File: src/rtl/sprite_pkg.sv
// Shared constants and types for the 16x16 sprite renderer and the sprite capture block.
// The bitmap RAM address is {bitmap, row, half}; the low byte of a row holds pixels 0..7.
package sprite_pkg;

  localparam int unsigned SPRITE_W      = 16;
  localparam int unsigned SPRITE_H      = 16;
  localparam int unsigned BYTES_PER_ROW = 2;

  localparam int unsigned BM_W   = 3;
  localparam int unsigned ROW_W  = 4;
  localparam int unsigned HALF_W = 1;
  localparam int unsigned ADDR_W = BM_W + ROW_W + HALF_W;
  localparam int unsigned DATA_W = SPRITE_W / BYTES_PER_ROW;
  localparam int unsigned XCNT_W = $clog2(SPRITE_W);

  typedef enum logic [2:0] {
    IDLE        = 3'd0,
    WAIT_VSTART = 3'd1,
    WAIT_HSTART = 3'd2,
    DELAY       = 3'd3,
    CAPTURE     = 3'd4,
    STORE_LO    = 3'd5,
    STORE_HI    = 3'd6,
    FINISH      = 3'd7
  } cap_state_e;

  typedef struct packed {
    logic [BM_W-1:0]   bitmap;
    logic [ROW_W-1:0]  row;
    logic [HALF_W-1:0] half;
  } bm_addr_t;

endpackage

File: src/rtl/sprite_capture_if.sv
// Capture control, video timing, pixel stream and bitmap RAM write port.
// slave  : the capture block (consumes control/timing/pixel, drives the RAM write port)
// master : the environment (video timing, pixel source, bitmap RAM)
interface sprite_capture_if;
  import sprite_pkg::*;

  logic              arm;
  logic [BM_W-1:0]   bitmap_num;
  logic              hmirror;
  logic              vmirror;
  logic              abort;
  logic              vstart;
  logic              hstart;
  logic              pixel;
  logic [ADDR_W-1:0] wr_addr;
  logic [DATA_W-1:0] wr_data;
  logic              wr_en;
  logic              busy;
  logic              done;

  modport slave (
    input  arm, bitmap_num, hmirror, vmirror, abort, vstart, hstart, pixel,
    output wr_addr, wr_data, wr_en, busy, done
  );

  modport master (
    output arm, bitmap_num, hmirror, vmirror, abort, vstart, hstart, pixel,
    input  wr_addr, wr_data, wr_en, busy, done
  );

endinterface

File: src/rtl/sprite_capture.sv
// Deserializes a 1-bit pixel stream into ROWS rows of 16 pixels and writes each row
// as two bytes into a bitmap RAM in the tank-bitmap ROM layout.
// Ports:
//   clk   : pixel clock
//   reset : asynchronous active-low reset
//   cap   : control (arm/abort/config), timing (vstart/hstart), pixel in,
//           RAM write port (wr_addr/wr_data/wr_en), status (busy/done); all outputs registered
module sprite_capture
  import sprite_pkg::*;
#(
  parameter int unsigned SAMPLE_DELAY = 1,   // 0..255
  parameter int unsigned ROWS         = 16   // 1..16
) (
  input  logic            clk,
  input  logic            reset,
  sprite_capture_if.slave cap
);

  localparam int unsigned DCNT_W = 8;

  cap_state_e          r_state;
  cap_state_e          w_next;
  logic [BM_W-1:0]     r_bm;
  logic                r_hm;
  logic                r_vm;
  logic [ROW_W-1:0]    r_ycount;
  logic [XCNT_W-1:0]   r_xcount;
  logic [XCNT_W-1:0]   w_xidx;
  logic [DCNT_W-1:0]   r_dcount;
  logic [SPRITE_W-1:0] r_inbits;
  logic [SPRITE_W-1:0] w_inbits;
  logic                w_accept;
  bm_addr_t            w_addr;

  logic                w_wr_en;
  logic                w_done;
  logic [ADDR_W-1:0]   w_wr_addr;
  logic [DATA_W-1:0]   w_wr_data;

  logic                r_wr_en;
  logic                r_done;
  logic                r_busy;
  logic [ADDR_W-1:0]   r_wr_addr;
  logic [DATA_W-1:0]   r_wr_data;

  assign w_accept = (r_state == IDLE) && cap.arm && !cap.abort;
  assign w_xidx   = r_hm ? ~r_xcount : r_xcount;

  // Shift register with the current sample merged in, so the low byte can be
  // registered on the same edge that takes the last pixel.
  always_comb begin
    w_inbits = r_inbits;
    if (r_state == CAPTURE) begin
      w_inbits[w_xidx] = cap.pixel;
    end
  end

  // State register
  always_ff @(posedge clk or negedge reset) begin
    if (!reset) begin
      r_state <= IDLE;
    end else begin
      r_state <= w_next;
    end
  end

  // Next state and next output values (outputs follow the state being entered)
  always_comb begin
    w_next      = r_state;
    w_wr_en     = 1'b0;
    w_done      = 1'b0;
    w_wr_addr   = r_wr_addr;
    w_wr_data   = r_wr_data;
    w_addr.bitmap = r_bm;
    w_addr.row    = r_vm ? ~r_ycount : r_ycount;
    w_addr.half   = 1'b0;

    if (cap.abort && (r_state != IDLE)) begin
      w_next = IDLE;
    end else begin
      case (r_state)
        IDLE:        if (w_accept) w_next = WAIT_VSTART;
        WAIT_VSTART: if (cap.vstart) w_next = WAIT_HSTART;
        WAIT_HSTART: if (cap.hstart) w_next = (SAMPLE_DELAY > 0) ? DELAY : CAPTURE;
        DELAY:       if (r_dcount == DCNT_W'(SAMPLE_DELAY - 1)) w_next = CAPTURE;
        CAPTURE:     if (r_xcount == XCNT_W'(SPRITE_W - 1)) w_next = STORE_LO;
        STORE_LO:    w_next = STORE_HI;
        STORE_HI:    w_next = (r_ycount == ROW_W'(ROWS - 1)) ? FINISH : WAIT_HSTART;
        FINISH:      w_next = IDLE;
        default:     w_next = IDLE;
      endcase
    end

    case (w_next)
      STORE_LO: begin
        w_wr_en   = 1'b1;
        w_wr_addr = w_addr;
        w_wr_data = w_inbits[DATA_W-1:0];
      end
      STORE_HI: begin
        w_wr_en     = 1'b1;
        w_addr.half = 1'b1;
        w_wr_addr   = w_addr;
        w_wr_data   = w_inbits[SPRITE_W-1:DATA_W];
      end
      FINISH:   w_done = 1'b1;
      default:  ;
    endcase
  end

  // Registered outputs
  always_ff @(posedge clk or negedge reset) begin
    if (!reset) begin
      r_wr_en   <= 1'b0;
      r_done    <= 1'b0;
      r_busy    <= 1'b0;
      r_wr_addr <= '0;
      r_wr_data <= '0;
    end else begin
      r_wr_en   <= w_wr_en;
      r_done    <= w_done;
      r_busy    <= (w_next != IDLE);
      r_wr_addr <= w_wr_addr;
      r_wr_data <= w_wr_data;
    end
  end

  // Latched configuration, counters and shift register
  always_ff @(posedge clk or negedge reset) begin
    if (!reset) begin
      r_bm     <= '0;
      r_hm     <= 1'b0;
      r_vm     <= 1'b0;
      r_ycount <= '0;
      r_xcount <= '0;
      r_dcount <= '0;
      r_inbits <= '0;
    end else begin
      if (w_accept) begin
        r_bm     <= cap.bitmap_num;
        r_hm     <= cap.hmirror;
        r_vm     <= cap.vmirror;
        r_ycount <= '0;
      end
      case (r_state)
        WAIT_HSTART: begin
          if (cap.hstart) begin
            r_dcount <= '0;
            r_xcount <= '0;
          end
        end
        DELAY:    r_dcount <= r_dcount + DCNT_W'(1);
        CAPTURE: begin
          r_inbits <= w_inbits;
          r_xcount <= r_xcount + XCNT_W'(1);
        end
        STORE_HI: r_ycount <= r_ycount + ROW_W'(1);
        default:  ;
      endcase
    end
  end

  assign cap.wr_en   = r_wr_en;
  assign cap.done    = r_done;
  assign cap.busy    = r_busy;
  assign cap.wr_addr = r_wr_addr;
  assign cap.wr_data = r_wr_data;

endmodule

File: src/flat_wrapper.sv
// flat-port wrapper written by rule: the top's interface ports become plain ports
module sprite_capture_flat import sprite_pkg::*;
#(
  parameter int unsigned SAMPLE_DELAY = 1,            
  parameter int unsigned ROWS         = 16           
)
  (clk, reset, cap_arm, cap_bitmap_num, cap_hmirror, cap_vmirror, cap_abort, cap_vstart, cap_hstart, cap_pixel, cap_wr_addr, cap_wr_data, cap_wr_en, cap_busy, cap_done);
  sprite_capture_if cap_i ();
  input  logic clk;
  input  logic reset;
  input wire logic [$bits(cap_i.arm)-1:0] cap_arm;
  input wire logic [$bits(cap_i.bitmap_num)-1:0] cap_bitmap_num;
  input wire logic [$bits(cap_i.hmirror)-1:0] cap_hmirror;
  input wire logic [$bits(cap_i.vmirror)-1:0] cap_vmirror;
  input wire logic [$bits(cap_i.abort)-1:0] cap_abort;
  input wire logic [$bits(cap_i.vstart)-1:0] cap_vstart;
  input wire logic [$bits(cap_i.hstart)-1:0] cap_hstart;
  input wire logic [$bits(cap_i.pixel)-1:0] cap_pixel;
  output wire logic [$bits(cap_i.wr_addr)-1:0] cap_wr_addr;
  output wire logic [$bits(cap_i.wr_data)-1:0] cap_wr_data;
  output wire logic [$bits(cap_i.wr_en)-1:0] cap_wr_en;
  output wire logic [$bits(cap_i.busy)-1:0] cap_busy;
  output wire logic [$bits(cap_i.done)-1:0] cap_done;
  assign cap_i.arm = cap_arm;
  assign cap_i.bitmap_num = cap_bitmap_num;
  assign cap_i.hmirror = cap_hmirror;
  assign cap_i.vmirror = cap_vmirror;
  assign cap_i.abort = cap_abort;
  assign cap_i.vstart = cap_vstart;
  assign cap_i.hstart = cap_hstart;
  assign cap_i.pixel = cap_pixel;
  assign cap_wr_addr = cap_i.wr_addr;
  assign cap_wr_data = cap_i.wr_data;
  assign cap_wr_en = cap_i.wr_en;
  assign cap_busy = cap_i.busy;
  assign cap_done = cap_i.done;
  sprite_capture #(.SAMPLE_DELAY(SAMPLE_DELAY), .ROWS(ROWS)) u_core (.clk(clk), .reset(reset), .cap(cap_i));
endmodule
File: config.mk
export PLATFORM = sky130hd
export DESIGN_NAME = sprite_capture_flat
export DESIGN_NICKNAME = d
export VERILOG_FILES = /design/src/rtl/sprite_pkg.sv /design/src/rtl/sprite_capture_if.sv /design/src/rtl/sprite_capture.sv /design/src/flat_wrapper.sv
export SDC_FILE = /design/constraint.sdc
export NUM_CORES = 1
export LEC_CHECK = 0
export CORE_MARGIN = 4
export CORE_UTILIZATION = 51
export CTS_CLUSTER_DIAMETER = 30
export DETAILED_ROUTE_END_ITERATION = 16
export PLACE_DENSITY_LB_ADDON = 0.08
export SETUP_SLACK_MARGIN = 0.05
export SYNTH_ARGS = -nofsm -noshare
export SYNTH_HDL_FRONTEND = slang
export SYNTH_SLANG_ARGS = --single-unit
File: constraint.sdc
create_clock -name clk -period 2.3 [get_ports clk]
set_input_delay 0.46 -clock clk [delete_from_list [all_inputs] [get_ports clk]]
set_output_delay 0.46 -clock clk [all_outputs]
set_load 0.03 [all_outputs]
==> results of run 1 <==
## what timing repair did
action                     CTS  global route
hold buffers                 0             0
gates resized for setup      7             5
gates cloned                 1             0
setup endpoints to repair   17            16
buffers inserted             4             1
pin swaps                    6             0
## worst max path at each step
stage,startpoint,endpoint,slack (ps)
final,u_core.r_xcount[0],u_core.cap.wr_addr[6],-70
after global routing,u_core.r_xcount[0],u_core.cap.wr_addr[4],-160
after CTS,u_core.r_xcount[0],u_core.cap.wr_addr[5],-100
after detailed placement,cap_vstart,u_core.cap.wr_data[3],-470
after global placement,cap_hstart,u_core.cap.wr_addr[2],-430
after floorplan,u_core.r_state[2],u_core.cap.wr_addr[1],-30
## placed cells by master (no fill, tap or decap), types with 13 or more instances in the layout
cell type        instances
inv_1                   13
mux2i_1                 20
clkdlybuf4s50_1         29
nand2_1                 43
nand3_1                 14
o21ai_0                 18
buf_4                   39
nor2_1                  13
mux2_2                  22
dfrtp_1                 59
## layer usage
layer / vias up / wire, um / global-route usage
met5: - / 0 / 0
met4: 0 / 68 / 0.0669
met3: 7 / 201 / 0.0496
met2: 32 / 2740 / 0.285
met1: 1062 / 3110 / 0.290
li1: 1083 / - / -
## logic make-up after synthesis
| family | count (synthesis) |
|---|---|
| compound gates | 31 |
| xor+xnor | 7 |
| fa+ha+maj | 4 |
| buf+inv | 25 |
| flops | 59 |
| mux | 43 |
| simple gates | 103 |
## cell type report
type	instances	share of cell area
well taps	72	0.0237
clock inverters	7	0.0243
flip-flops and latches	59	0.388
inverters	13	0.0128
multi-input cells	189	0.358
clock buffers	9	0.0325
repair buffers	71	0.160
## flip-flops by register name, summed over array words and instances, names as in the netlist, 3 cells and up
name                cells
u_core.cap.wr_addr      8
u_core.cap.wr_data      8
u_core.r_bm             3
u_core.r_dcount         8
u_core.r_inbits        16
u_core.r_state          3
u_core.r_xcount         4
u_core.r_ycount         4
## power by group through the flow
stage	Sequential [uW]	Combinational (uW)	Clock, uW
floorplan	1120	104	0
global placement	1120	198	0
finish	1100	204	1030
CTS	1100	205	1050
detailed placement	1120	201	0
global route	1110	230	1110
## stage by stage
stage,area [um2],hold slack (ps)
detailed placement,3480,458
global route,3810,188
finish,3810,161
floorplan,2900,164
CTS,3780,170
global placement,3480,452
==> impl_metrics.csv, run 1 <==
group,metric,value,unit
drt,wire_per_inst,14.6,um
grt,overflow,0,
outcome,violations,"negative setup slack",
power,p_leak,0.00177,uW
yosys,synthTopCellsByArea,"dfrtp_1, mux2_2, mux2i_1",
sta,finalSetupViolCount,15,
layout,regArea,0.00148,mm2
yosys,synth_fp_nets,288,
clocking,clock-sinks,59,
yosys,yosys_warnings,0,
clocking,cts_tree,"done",
setup_path,crit_fanout,5,
clocking,clk_pin_slew_worst_paths,70,ps
hold_path,hp-class,"input pin to async pin",
placement,portBuffers,30,
grt,grt_max_degree,30,
die,num_io_pins,31,
placement,globalplace.congestion,0.831,
yosys,synthCells,272,
sta,fmax,423,MHz
setup_path,worstReg2RegEnd,"u_core.cap.wr_addr[6]",
yosys,yosys.area.top_type,"dfrtp_1",
power,peakVddDrop,0.000522,V
yosys,synth_top_flop_cell,"dfrtp_1",
drt,dr.pass1.iters,4,
flow_run,cap_viol_max_count,0,
die,initial_core_util,0.526,
yosys,synth_top_family_by_area,"simple AND/OR/NAND/NOR gates",
drt,drt-total-wl,6130,um
die,rows,27,
setup_path,cp-start-kind,"flop",
yosys,synth.most_common_cell,"dfrtp_1",
setup_path,path_class,"flop to flop",
die,die_area,0.00695,mm2
layout,nets,359,
layout,multi_input_area,0.00136,mm2
power,p_total,2340,uW
drt,drt_first_iter_violations,116,
yosys,ys_top_cells_by_count,"dfrtp_1, nand2_1, mux2_2",
yosys,seq_area_frac_synth,0.509,
sta,setup_ws,-65.5,ps
yosys,avgSynthCellArea,10.7,um2
layout,postLayoutCoreUtil,0.691,
grt,grt_pass1_vias,2299,
sta,tightestPinTransition,673,ps
yosys,synth.area.mux_share,0.158,
sta,fin_crit,2370,ps
power,combPwrFrac,0.087,
power,p_sw_frac,0.240,
sta,grt_setup_unrepaired,"yes",
clocking,clk_latency,330,ps
setup_path,cp_num_buf_inv,0,
yosys,yosys.area_share.simple,0.188,
clocking,numCtsBuffers,9,
layout,fillers,431,
yosys,ys_types,39,
drt,drtAntennaViolNets,0,
setup_path,cp_slowest_cell,"or4b_4",
layout,drive_gt1_frac,0.284,
sta,relSlewSlack,0.551,
yosys,synth_compound_area_frac,0.0648,
layout,synthToLayoutAreaGrowth,31.3,%
die,die_h,83.4,um
sta,skew,5.20,ps
setup_path,cp_cell_sequence,"ha_2 > or4bb_4 > o211ai_2 > nor4_2 > or4b_4 > nand2_8 > mux2_2",
drt,vias,2184,
clocking,htree_num_levels,3,
yosys,syn-cell-area,0.00290,mm2
layout,finalNonFillerCells,420,
clocking,cts_buffer_depth,2,
yosys,async_flop_share,1.00,
power,powerDensity,615,mW/mm2
die,core,0.00551,mm2
power,power_switching,561,uW
grt,grt_pass1_wl,11100,um
drt,drc,0,
yosys,synth_edf_count,0,
setup_path,worstReg2RegStart,"u_core.r_xcount[0]",
layout,insertedDiodeCount,0,
grt,grtUsageTotal,0.198,
yosys,ys_ff_latch,59,
clocking,root_buffer,"clkbuf_8",
placement,place_hpwl,4210,um
setup_path,critPathMaxStageDelay,540,ps
sta,hold_viol,0,
setup_path,cp.arrival,2580,ps
power,pwr-share-seq,0.472,
yosys,synth_adder_area_share,0.0173,
placement,pre_cts_ws,-467,ps
setup_path,end_kind,"flop",
setup_path,r2r_cells,7,
setup_path,critPathTopFamily,"simple AND/OR/NAND/NOR gates",
setup_path,path_depth,7,
grt,antenna_found_initial,0,
power,p_int,1780,uW
die,dieWidth,83.4,um
sta,drv_slew,0,
placement,placedCellCount,398,
sta,fin_crit_sh,1.03,
yosys,synth-xor-area-share,0.0212,
setup_path,r2r_slack,-70,ps
sta,final.setup.tns,-507,ps
outcome,status,"finished, violations left",
setup_path,worst_ep_required_time,2520,ps
yosys,synth_top_area_share,0.509,
drt,via_per_inst,5.20,
power,pwr-share-clk,0.441,
No activity file was read; power rests on OpenSTA's default activity.
==> inputs of run 2 (changes only) <==
--- a/config.mk
+++ b/config.mk
@@ -5,6 +5,7 @@
 export SDC_FILE = /design/constraint.sdc
 export NUM_CORES = 1
 export LEC_CHECK = 0
+export CAP_MARGIN = 20
 export CORE_MARGIN = 4
 export CORE_UTILIZATION = 51
 export CTS_CLUSTER_DIAMETER = 30
==> results of run 2 <==
Final layout, timing and power as in run 1 (identical DEF).
==> inputs of run 3 (changes only) <==
--- a/config.mk
+++ b/config.mk
@@ -8,6 +8,7 @@
 export CAP_MARGIN = 20
 export CORE_MARGIN = 4
 export CORE_UTILIZATION = 51
+export CTS_BUF_LIST = sky130_fd_sc_hd__clkbuf_16
 export CTS_CLUSTER_DIAMETER = 30
 export DETAILED_ROUTE_END_ITERATION = 16
 export PLACE_DENSITY_LB_ADDON = 0.08
==> run 3 against run 2 <==
The run still ends with negative setup slack left. Utilization is 1.6 points higher. Fmax shrank 0.80%. Hold slack better by 11 ps. Routed wire length up 2.4%. Total power grew 17%. Critical path type is now input pin to flop. Critical endpoint is now u_core.cap.wr_addr[4].
==> impl_metrics.csv, run 3 (synthesis gave the netlist of run 1 again) <==
group,metric,value,unit
outcome,status,"finished, violations left",
outcome,violations,"negative setup slack",
power,p_int,2120,uW
placement,globalplace.congestion,0.831,
sta,hold_viol,0,
setup_path,startpoint,"cap_hstart",
power,p_sw_frac,0.223,
grt,grtUsageTotal,0.202,
sta,drv_slew,0,
sta,grt_setup_unrepaired,"yes",
grt,overflow,0,
clocking,numCtsBuffers,9,
sta,setup_ws,-84.7,ps
layout,drive_gt1_frac,0.277,
setup_path,crit_fanout,4,
layout,layout_commonest_cell,"dfrtp_1",
sta,finalSetupViolCount,15,
drt,via_per_inst,5.24,
clocking,clock-sinks,59,
drt,drt-total-wl,6270,um
placement,portBuffers,30,
setup_path,cp-start-kind,"input pin",
setup_path,path_class,"input pin to flop",
grt,grt_pass1_wl,11300,um
power,powerDensity,700,mW/mm2
drt,wire_per_inst,15.0,um
power,pwr-share-clk,0.519,
clocking,root_buffer,"clkbuf_16",
drt,vias,2192,
sta,tightestPinTransition,663,ps
clocking,clk_latency,320,ps
grt,antenna_found_initial,0,
layout,regMostFlops,"u_core.r_inbits",
setup_path,worstReg2RegStart,"u_core.r_xcount[0]",
power,power_switching,609,uW
die,die_h,83.4,um
die,num_io_pins,31,
layout,fillers,404,
clocking,cts_buffer_depth,2,
drt,drtAntennaViolNets,0,
drt,drt_first_iter_violations,87,
layout,largest_reg_flops,16,
layout,synthToLayoutAreaGrowth,34.4,%
setup_path,end_kind,"flop",
setup_path,worst_ep_required_time,2500,ps
clocking,htree_num_levels,3,
layout,stdcell_area,0.00389,mm2
sta,fin_crit,2380,ps
grt,grt_max_degree,30,
placement,dpl-instance-area,0.00348,mm2
drt,dr.pass1.iters,4,
clocking,cts_tree,"done",
sta,fin_crit_sh,1.04,
die,dieWidth,83.4,um
die,core,0.00551,mm2
sta,skew,3.02,ps
clocking,clk_pin_slew_worst_paths,50,ps
setup_path,cp.arrival,2590,ps
layout,insertedDiodeCount,0,
layout,mostFrequentLayoutCells,"dfrtp_1, nand2_1, buf_4, clkdlybuf4s50_1, mux2i_1",
power,pwr-share-seq,0.406,
drt,drc,0,
power,p_leak,0.00180,uW
grt,grt_pass1_vias,2329,
power,peakVddDrop,0.000595,V
power,p_total,2720,uW
power,combPwrFrac,0.075,
hold_path,hp-class,"input pin to async pin",
layout,nets,357,
sta,fmax,419,MHz
sta,relSlewSlack,0.558,
flow_run,cap_viol_max_count,0,
die,initial_core_util,0.526,
die,die_area,0.00695,mm2
placement,place_hpwl,4210,um
die,rows,27,
## run 3: changes by cell type in the layout (fill, tap and decap cells not counted), moves of 4 or more
cell       before  now
clkbuf_8        9    0
mux2_4          1    5
mux2_2         22   18
clkbuf_16       0    9
## run 3: worst paths after layout
| check | endpoint | slack [ps] | cells after the start |
|---|---|---|---|
| max | u_core.cap.wr_addr[4] | -80 | 7 |
| min | u_core.r_dcount[3] | 170 | 1 |
| max reg2reg | u_core.cap.wr_addr[4] | -80 | 7 |
| min reg2reg | u_core.r_bm[2] | 480 | 2 |
| max in group asynchronous | u_core.r_bm[0] | 1440 | 2 |
| min in group clk | u_core.r_bm[2] | 480 | 2 |
## run 3: per-stage QoR
step / hold slack, ps / setup TNS [ps] / std cells / util / setup slack [ps]
final: 172 / -735 / 418 / 0.707 / -84.7
after global routing: 221 / -2350 / 418 / 0.707 / -180
after CTS: 199 / -1160 / 417 / 0.706 / -110
after detailed placement: 458 / -7150 / 398 / 0.633 / -467
after global placement: 452 / -6700 / 398 / 0.633 / -432
after floorplan: 164 / -205 / 272 / - / -29.3
## run 3: final cells by class
class	instances	area, um2	area share
clock inverter	7	92.6	0.0238
multi-input combinational	189	1370	0.352
tap	72	90.1	0.0231
timing repair buffer	69	592	0.152
clock buffer	9	225	0.0578
inverter	13	48.8	0.0125
sequential	59	1480	0.379
## run 3: layer usage
layer / vias up / global-route usage / wire length, um
li1: 1079 / - / -
met1: 1064 / 0.291 / 3140
met2: 44 / 0.301 / 2810
met3: 5 / 0.0516 / 259
met4: 0 / 0.0579 / 63
met5: - / 0 / 0
## run 3: power by group through the flow
| stage | registers (uW) | logic (uW) | clock network, uW |
|---|---|---|---|
| after global routing | 1110 | 229 | 1480 |
| after floorplan | 1120 | 104 | 0 |
| after global placement | 1120 | 198 | 0 |
| after detailed placement | 1120 | 201 | 0 |
| final | 1110 | 203 | 1410 |
| after CTS | 1110 | 204 | 1430 |
## run 3: repair_timing
| item | in CTS | in global routing |
|---|---|---|
| hold buffers | 0 | 0 |
| cloned | 1 | 0 |
| pin swaps | 6 | 0 |
| setup endpoints to repair | 17 | 16 |
| resized for setup | 12 | 1 |
| buffers inserted | 2 | 1 |
## run 3: worst max-delay path, stage by stage
cell             delay, ps
clkdlybuf4s50_1        490
or4bb_1                450
o211ai_2               100
nor4_2                  70
or4b_4                 550
nand2_4                120
mux2_2                 330
